==> config.mk <==
export PLATFORM = sky130hd
export DESIGN_NAME = sram_rr_arbiter
export DESIGN_NICKNAME = d
export VERILOG_FILES = /design/src/rtl/sram_rr_arbiter.sv
export SDC_FILE = /design/constraint.sdc
export NUM_CORES = 1
export LEC_CHECK = 0
export ABC_AREA = 1
export CAP_MARGIN = 30
export CORE_MARGIN = 1.5
export CORE_UTILIZATION = 30
export CTS_BUF_LIST = sky130_fd_sc_hd__clkbuf_8
export CTS_CLUSTER_SIZE = 16
export DETAILED_ROUTE_END_ITERATION = 8
export GPL_TIMING_DRIVEN = 0
export SYNTH_ARGS = -nofsm -noshare
export SYNTH_HDL_FRONTEND = slang
export SYNTH_SLANG_ARGS = --single-unit
==> constraint.sdc <==
create_clock -name Clk -period 4.3 [get_ports Clk]
set_clock_uncertainty 0.15 [all_clocks]
set_input_delay 0.43 -clock Clk [delete_from_list [all_inputs] [get_ports Clk]]
set_output_delay 0.43 -clock Clk [all_outputs]
set_load 0.02 [all_outputs]
==> src/rtl/sram_rr_arbiter.sv <==
// sram_rr_arbiter
//   Round-robin arbiter that serialises read/write requests from N_CH
//   requesters onto one asynchronous SRAM port. Each granted access holds
//   the SRAM strobes for WAIT_STATES+1 cycles. It is followed by one
//   turnaround cycle (DONE) that pulses the requester's completion bit.
//
// Ports
//   Clk            system clock, rising edge
//   reset          asynchronous active-high reset
//   writeRequest   per-channel write request (level)
//   readRequest    per-channel read request (level)
//   addr_in        packed channel addresses, channel c at [c*ADDR_W +: ADDR_W]
//   data_in        packed channel write data, same packing
//   sram_rdata     read data returned from the SRAM data tristate
//   addressToSRAM  SRAM address, held from grant until the next grant
//   sram_wdata     SRAM write data, held from grant until the next grant
//   sram_data_oe   tristate drive enable, high only while writing
//   SRAM_CE/WE/RE  active-low chip, write and output enables
//   DataToCPUs     data of the most recent completed read
//   requestDone    one-cycle completion pulse, one bit per channel
//   grant_id       channel of the current or most recent transaction
//   busy           high whenever a transaction is in flight (not IDLE)
module sram_rr_arbiter #(
  parameter int N_CH        = 5,
  parameter int ADDR_W      = 16,
  parameter int DATA_W      = 16,
  parameter int WAIT_STATES = 1,
  localparam int GW         = (N_CH > 1) ? $clog2(N_CH) : 1
) (
  input  logic                     Clk,
  input  logic                     reset,
  input  logic [N_CH-1:0]          writeRequest,
  input  logic [N_CH-1:0]          readRequest,
  input  logic [N_CH*ADDR_W-1:0]   addr_in,
  input  logic [N_CH*DATA_W-1:0]   data_in,
  input  logic [DATA_W-1:0]        sram_rdata,
  output logic [ADDR_W-1:0]        addressToSRAM,
  output logic [DATA_W-1:0]        sram_wdata,
  output logic                     sram_data_oe,
  output logic                     SRAM_CE,
  output logic                     SRAM_WE,
  output logic                     SRAM_RE,
  output logic [DATA_W-1:0]        DataToCPUs,
  output logic [N_CH-1:0]          requestDone,
  output logic [GW-1:0]            grant_id,
  output logic                     busy
);

  localparam logic [3:0] WS_LOAD = 4'(WAIT_STATES);

  typedef enum logic [1:0] {IDLE, ACCESS, DONE} state_t;

  state_t          state;
  logic [3:0]      wait_cnt;
  logic            is_write;
  logic [GW-1:0]   last_grant;

  logic [N_CH-1:0] pending;
  logic            found;
  logic [GW-1:0]   pick;
  logic [GW-1:0]   cand;
  int              idx;

  function automatic logic [N_CH-1:0] onehot(input logic [GW-1:0] g);
    logic [N_CH-1:0] v;
    v    = '0;
    v[g] = 1'b1;
    return v;
  endfunction

  assign pending = writeRequest | readRequest;

  // Round-robin search: first pending channel after last_grant, wrapping.
  // Offsets run 1..N_CH so the last granted channel is considered last.
  always_comb begin
    found = 1'b0;
    pick  = '0;
    cand  = '0;
    idx   = 0;
    for (int i = 1; i <= N_CH; i++) begin
      idx = int'(last_grant) + i;
      if (idx >= N_CH) idx = idx - N_CH;
      cand = GW'(idx);
      if (!found && pending[cand]) begin
        found = 1'b1;
        pick  = cand;
      end
    end
  end

  always_ff @(posedge Clk or posedge reset) begin
    if (reset) begin
      state         <= IDLE;
      wait_cnt      <= '0;
      is_write      <= 1'b0;
      last_grant    <= GW'(N_CH - 1);
      addressToSRAM <= '0;
      sram_wdata    <= '0;
      sram_data_oe  <= 1'b0;
      SRAM_CE       <= 1'b1;
      SRAM_WE       <= 1'b1;
      SRAM_RE       <= 1'b1;
      DataToCPUs    <= '0;
      requestDone   <= '0;
      grant_id      <= '0;
      busy          <= 1'b0;
    end else begin
      case (state)
        IDLE: begin
          if (found) begin
            // Write wins when both request bits are set on the channel.
            grant_id      <= pick;
            addressToSRAM <= addr_in[int'(pick)*ADDR_W +: ADDR_W];
            sram_wdata    <= data_in[int'(pick)*DATA_W +: DATA_W];
            is_write      <= writeRequest[pick];
            wait_cnt      <= WS_LOAD;
            busy          <= 1'b1;
            SRAM_CE       <= 1'b0;
            if (writeRequest[pick]) begin
              SRAM_WE      <= 1'b0;
              sram_data_oe <= 1'b1;
            end else begin
              SRAM_RE      <= 1'b0;
            end
            state         <= ACCESS;
          end
        end
        ACCESS: begin
          if (wait_cnt == 4'd0) begin
            // Last access cycle: sample read data before releasing strobes.
            if (!is_write) DataToCPUs <= sram_rdata;
            SRAM_CE      <= 1'b1;
            SRAM_WE      <= 1'b1;
            SRAM_RE      <= 1'b1;
            sram_data_oe <= 1'b0;
            requestDone  <= onehot(grant_id);
            state        <= DONE;
          end else begin
            wait_cnt <= wait_cnt - 4'd1;
          end
        end
        DONE: begin
          // Bus turnaround cycle; the pointer moves past this channel.
          requestDone <= '0;
          last_grant  <= grant_id;
          busy        <= 1'b0;
          state       <= IDLE;
        end
        default: begin
          state <= IDLE;
        end
      endcase
    end
  end

endmodule
==> out/metrics.csv, run 1 <==
metric,value,unit
finalNetCount,1196,
yosysSeqAreaShare,34.5,%
worst_path_max_delay_cell,dfrtp_1,
antenna_found_initial,1,
ioPinCount,249,
fillers,1709,
ctsRootBufferMaster,clkbuf_8,
crit_path_max_incr_delay,0.49,ns
final_layout_size_suffix_gt1_share,9.59,%
antenna_left,0,
synth_warnings,0,
cts_hold_buffers,0,
setup_tns,0,ns
max_cap_violations,0,
die_area,0.0180,sq mm
wl,21200,microns
cts_tree,yes,
grtUsageMet2,40.8,%
fmax,248,MHz
finalSetupViolations,0,
synth_compound_area_share,7.26,%
required,4.40,ns
die_w,134,microns
globalRouteMet3Util,7.79,%
critPathMaxFanout,10,
rr_endpoint,addressToSRAM[0]$_DFFE_PP0P_,
synth_nets,936,
hold_viol,0,
r2r-start,last_grant[0]$_DFFE_PP0P_,
grt_pass1_wl,32500,microns
finalCriticalPeriod,4.03,ns
synth-seq-cells,71,
avgRoutedWirePerCell,17.4,microns
clk_pin_slew_worst_paths,0.09,ns
rr_worst_depth,21,
finalMaxSlewViolations,0,
die_h,134,microns
syn2layout_area_growth,57.9,%
post-route-period-util,93.6,%
initial_core_util,31.0,%
drt_iter0_markers,408,
startpoint,last_grant[0]$_DFFE_PP0P_,
critPathArrivalTime,4.13,ns
dp_hpwl,17000,microns
cts.path.max_buffers,2,
layout.cells.non_filler,1222,
syn_area_per_cell,7.02,sq um
synth-simple-area-share,42.8,%
synthCells,736,
dp_slack,0.369,ns
dr.pass1.iters,7,
met1_usage,28.1,%
critical_path_class,reg -> reg,
synth_top_area_share,32.4,%
numCtsBuffers,9,
synth_xor_area_share,0.678,%
rows,47,
worst_slew_pin_slew,0.642,ns
gp_congestion,0.900,
place_inst,1205,
rsz0062_at_grt,false,
endpoint,addressToSRAM[0]$_DFFE_PP0P_,
cts.sinks,71,
cts_max_level,3,
drt-vias-per-instance,5.02,
grt.overflow.total,0,
synth_fa_ha_area_share,3.05,%
worstPathCellList,inv_2 -> ha_1 -> inv_1 -> fa_1 -> inv_1 -> nand2_2 -> o21ai_1 -> nand3_1 -> nand3b_1 -> nand2_1 -> inv_2 -> nand3_4 -> nor2_4 -> nand3_1 -> nand2_1 -> nor2_1 -> nor2_4 -> buf_2 -> nand3_1 -> nand3_1 -> nand3_1,
cp-end-kind,flop,
crit_top_cell,nand3_1,
core-area,0.0167,sq mm
finalWorstSetupSlack,0.274,ns
r2r_setup_slack,0.27,ns
drc_errors,0,
synth_mux_area_share,3.48,%
vias,6129,
status,"complete, no violations",
post-route-util,48.9,%
cts_resized,0,
clk_latency,0.37,ns
hp-class,in -> async,
cts_setup_buffers,0,
grt_pass1_vias,5984,
grt_max_degree,51,
synth_top_family_by_area,simple AND/OR/NAND/NOR gates,
netlist_area,0.00517,sq mm
synth_area_leaders,"dfrtp_1 (32%), nand3_1 (21%), nand2_1 (16%)",
yosysUniqueCellTypes,37,
synth.largest_area_cell,dfrtp_1,
grt_util_all_layers,23.7,%
busiest_layer,met2,
worstSetupStartpointType,flop,
io_buffers,248,
slew_headroom,57.2,%
## cell type report
cell class	count	area (sq um)	share of cell area (%)
inverters	48	183	2.24
multi-input cells	576	2960	36.3
repair buffers	249	2510	30.7
clock inverters	7	80.1	0.981
flip-flops and latches	71	1780	21.8
diodes	1	2.50	0.0307
plain buffers	41	245	3.00
clock buffers	9	124	1.52
well taps	220	275	3.37
## cells by family after synthesis
kind of cell    Yosys count
xor+xnor                  4
buf+inv                  89
simple gates            483
compound gates           61
mux                      16
flops                    71
fa+ha+maj                12
## Yosys cell counts
master    instances
a21boi_1          1
a21boi_4          1
a21oi_1           9
a21oi_4           1
a31oi_1           7
buf_1             3
buf_2            19
buf_4            10
buf_6             4
clkbuf_1          5
dfrtp_1          67
dfstp_2           4
fa_1              1
ha_1             11
inv_1            42
inv_2             6
mux2_2           16
nand2_1         218
nand2_2           4
nand3_1         212
nand3_2           4
nand3_4           2
nand3b_1          2
nand4_1          10
nor2_1           24
nor2_4            4
nor3_2            1
nor4_1            1
o211ai_1          8
o21ai_0          17
o21ai_1          13
o21ai_2           2
o31ai_1           1
o41ai_1           1
or2_1             1
xnor2_1           2
xor2_1            2
## critical path: cells and delay by family (launching register included)
family,cells,cell delay (ns)
adder cells (fa/ha/maj),2,0.54
flip-flops,1,0.49
AND/OR/NAND/NOR,13,1.56
buffers and inverters,5,0.86
AO/OA/AOI/OAI,1,0.31
## layer usage
metal | wire length (microns) | part of all wire [%]
met1 | 8490 | 40
met5 | 0 | 0
met2 | 10400 | 49
met4 | 571 | 2.7
met3 | 1790 | 8.4
## flip-flops by register name (all words and copies together), names as in the netlist, 2 cells and up
signal and flops:
DataToCPUs 16, addressToSRAM 16, last_grant 3, wait_cnt 4, state 2, sram_wdata 16
requestDone 5, grant_id 3
## cell usage in the layout, fill, tap and decap left out, drive strengths merged, types with 2 or more instances in the layout
master / netlist / routed
nand2: 222 / 222
clkdlybuf4s50: 0 / 248
a21boi: 2 / 2
a31oi: 7 / 7
xor2: 2 / 2
nand4: 10 / 10
clkbuf: 5 / 14
o211ai: 8 / 8
nand3b: 2 / 2
mux2: 16 / 16
o21ai: 32 / 32
inv: 48 / 51
nor2: 28 / 28
a21oi: 10 / 10
clkinv: 0 / 2
dfstp: 4 / 4
dfrtp: 67 / 67
xnor2: 2 / 2
buf: 36 / 37
nand3: 218 / 218
ha: 11 / 11
## per-stage QoR
stage | hold slack [ns] | instance area [sq um]
after floorplan | 0.336 | 5170
after global routing | 0.216 | 8160
after detailed placement | 0.307 | 7960
after global placement | 0.304 | 7930
final | 0.221 | 8160
after CTS | 0.211 | 8160
## worst min-delay path by stage
| stage | to | slack, ns | cells past startpoint |
|---|---|---|---|
| 2_1_floorplan | is_write$_DFFE_PP0P_ | 0.34 | 2 |
| 3_3_place_gp | SRAM_RE$_DFFE_PP1P_ | 0.30 | 2 |
| 3_5_place_dp | SRAM_RE$_DFFE_PP1P_ | 0.31 | 2 |
| 4_1_cts | DataToCPUs[8]$_DFFE_PP0P_ | 0.21 | 2 |
| 5_1_grt | DataToCPUs[8]$_DFFE_PP0P_ | 0.22 | 2 |
| 6_report | DataToCPUs[8]$_DFFE_PP0P_ | 0.22 | 2 |
Power of run 1 is left out: the tool's default activity adds up to more than one toggle a clock period on the data nets, which glitch-free logic cannot reach.
==> run 2, diff against run 1 <==
==> constraint.sdc (replaced) <==
create_clock -name Clk -period 4.3 [get_ports Clk]
set_clock_uncertainty 0.15 [all_clocks]
set_input_delay 1.29 -clock Clk [delete_from_list [all_inputs] [get_ports Clk]]
set_output_delay 1.29 -clock Clk [all_outputs]
set_load 0.02 [all_outputs]
==> run 2 against run 1 <==
  * Register-to-register slack about the same
  * Core utilization about the same
  * Non-clock buffer count unchanged
  * Count of clock-buffer cells in the layout unchanged
  * Worst hold slack better by 0.098 ns
  * First-iteration DRC count unchanged
==> out/metrics.csv, run 2 (same netlist as run 1, synthesis figures left out) <==
metric,value,unit,change
status,"complete, no violations",,unchanged
die_h,134,microns,unchanged
cts.path.max_buffers,2,,unchanged
wl_met1,8510,microns,was 8490 microns
rsz0062_at_grt,false,,unchanged
cts_setup_buffers,0,,unchanged
cp-end-kind,flop,,unchanged
clk_pin_slew_worst_paths,0.08,ns,was 0.09 ns
place_inst,1205,,unchanged
cts_max_level,3,,unchanged
final_area,0.00817,sq mm,was 0.00816 sq mm
ctsRootBufferMaster,clkbuf_8,,unchanged
cts.sinks,71,,unchanged
numCtsBuffers,9,,unchanged
worst_path_max_delay_cell,dfrtp_1,,unchanged
drt-vias-per-instance,5.02,,about the same
syn2layout_area_growth,58.0,%,was 57.9%
hold_viol,0,,unchanged
wl,21300,microns,was 21200 microns
required,4.40,ns,about the same
worstPathCellList,inv_2 -> ha_1 -> inv_1 -> fa_1 -> inv_1 -> nand2_2 -> o21ai_1 -> nand3_1 -> nand3b_1 -> nand2_1 -> inv_2 -> nand3_4 -> nor2_4 -> nand3_1 -> nand2_1 -> nor2_1 -> nor2_4 -> buf_2 -> nand3_1 -> nand3_1 -> nand3_1,,unchanged
final_cell_mix,"clkdlybuf4s50_1 (248), nand2_1 (218), nand3_1 (212)",,unchanged
crit_family,simple AND/OR/NAND/NOR gates,,unchanged
initial_core_util,31.0,%,unchanged
cts_tree,yes,,unchanged
grt_max_degree,51,,unchanged
critPathArrivalTime,4.11,ns,was 4.13 ns
finalNetCount,1196,,unchanged
clk_latency,0.36,ns,was 0.37 ns
mostFrequentLayoutCell,clkdlybuf4s50_1,,unchanged
dr.pass1.iters,8,,was 7
wl_met3,1800,microns,was 1790 microns
worst_slew_pin_slew,0.645,ns,was 0.642 ns
highest-signal-layer,met4,,unchanged
layout.cells.non_filler,1222,,unchanged
critPathMaxFanout,10,,unchanged
dp_slack,-0.0742,ns,was 0.369 ns
fmax,249,MHz,was 248 MHz
post-route-period-util,93.3,%,was 93.6%
setup_tns,0,ns,unchanged
fillers,1708,,was 1709
drt_iter0_markers,408,,unchanged
grt_pass1_vias,5984,,unchanged
avgRoutedWirePerCell,17.4,microns,about the same
hp-class,reg -> reg,,was in -> async
antenna_left,0,,unchanged
finalWorstSetupSlack,0.289,ns,was 0.274 ns
finalMaxSlewViolations,0,,unchanged
path_buf_inv,5,,unchanged
finalCriticalPeriod,4.01,ns,was 4.03 ns
crit_path_max_incr_delay,0.49,ns,about the same
ioPinCount,249,,unchanged
vias,6137,,was 6129
final_layout_size_suffix_gt1_share,9.69,%,was 9.59%
io_buffers,248,,unchanged
crit_top_cell,nand3_1,,unchanged
die_w,134,microns,unchanged
max_cap_violations,0,,unchanged
die_area,0.0180,sq mm,unchanged
grt_util_all_layers,23.7,%,unchanged
finalSetupViolations,0,,unchanged
place_area,0.00796,sq mm,unchanged
worstSetupStartpointType,flop,,unchanged
wl_met2,10400,microns,about the same
critical_path_class,reg -> reg,,unchanged
dp_hpwl,17000,microns,unchanged
antenna_found_initial,1,,unchanged
slew_headroom,57.0,%,was 57.2%
drc_errors,0,,unchanged
gp_congestion,0.900,,unchanged
rows,47,,unchanged
grt_pass1_wl,32500,microns,unchanged
grt.overflow.total,0,,unchanged
reg_top3,"DataToCPUs: 16 flops, addressToSRAM: 16 flops, sram_wdata: 16 flops",,unchanged
core-area,0.0167,sq mm,unchanged
run 2: layout make-up:
cell class | instances | area (sq um) | share of cell area [%]
antenna | 1 | 2.50 | 0.0306
buffer | 41 | 245 | 3.00
clock buffer | 9 | 124 | 1.52
clock inverter | 7 | 80.1 | 0.981
inverter | 48 | 183 | 2.24
multi-input combinational | 576 | 2970 | 36.3
sequential | 71 | 1780 | 21.8
tap | 220 | 275 | 3.37
timing repair buffer | 249 | 2510 | 30.7
run 2: metrics by stage:
step	hold WS [ns]	util, %
final	0.318	48.9
after CTS	0.321	48.9
after global routing	0.351	48.9
after floorplan	0.336	-
after detailed placement	0.307	47.6
after global placement	0.304	47.5
run 2: path summary, 6_finish.rpt:
kind | start | to | slack [ns] | cells past startpoint
max | last_grant[0]$_DFFE_PP0P_ | addressToSRAM[0]$_DFFE_PP0P_ | 0.29 | 21
min | SRAM_RE$_DFFE_PP1P_ | SRAM_RE$_DFFE_PP1P_ | 0.32 | 2
max reg2reg | last_grant[0]$_DFFE_PP0P_ | addressToSRAM[0]$_DFFE_PP0P_ | 0.29 | 21
min reg2reg | SRAM_RE$_DFFE_PP1P_ | SRAM_RE$_DFFE_PP1P_ | 0.32 | 2
max in group asynchronous | reset | last_grant[2]$_DFFE_PP1P_ | 2.30 | 3
min in group asynchronous | reset | DataToCPUs[8]$_DFFE_PP0P_ | 1.08 | 2
run 2: layer usage:
metal | GRT usage (%) | vias up
met2 | 40.8 | 264
met4 | 7.05 | 0
met5 | 0 | -
met1 | 28.1 | 2832
met3 | 7.79 | 34
li1 | - | 3007
run 2: worst reg2reg max path, stage by stage (launching register included):
cell and delay [ns]:
dfrtp_1 0.49, inv_2 0.22, ha_1 0.18, inv_1 0.05, fa_1 0.37, inv_1 0.12
nand2_2 0.11, o21ai_1 0.29, nand3_1 0.13, nand3b_1 0.10, nand2_1 0.11, inv_2 0.13
nand3_4 0.09, nor2_4 0.14, nand3_1 0.13, nand2_1 0.10, nor2_1 0.06, nor2_4 0.29
buf_2 0.36, nand3_1 0.12, nand3_1 0.11, nand3_1 0.07
run 2: timing repair:
item / in CTS / in global routing
endpoints found under the setup margin: 0 / 1
hold buffers: 0 / 0
gates resized for setup: 0 / 1
Power of run 2 is left out for the same reason.
==> run 3, diff against run 2 <==
Settings changed: CAP_MARGIN 30 to 10, SLEW_MARGIN set to 25, TNS_END_PERCENT set to 20.
==> results of run 3 <==
Same layout as run 2: the final DEF is identical, and so are final timing and power.
Power of run 3 is left out for the same reason.
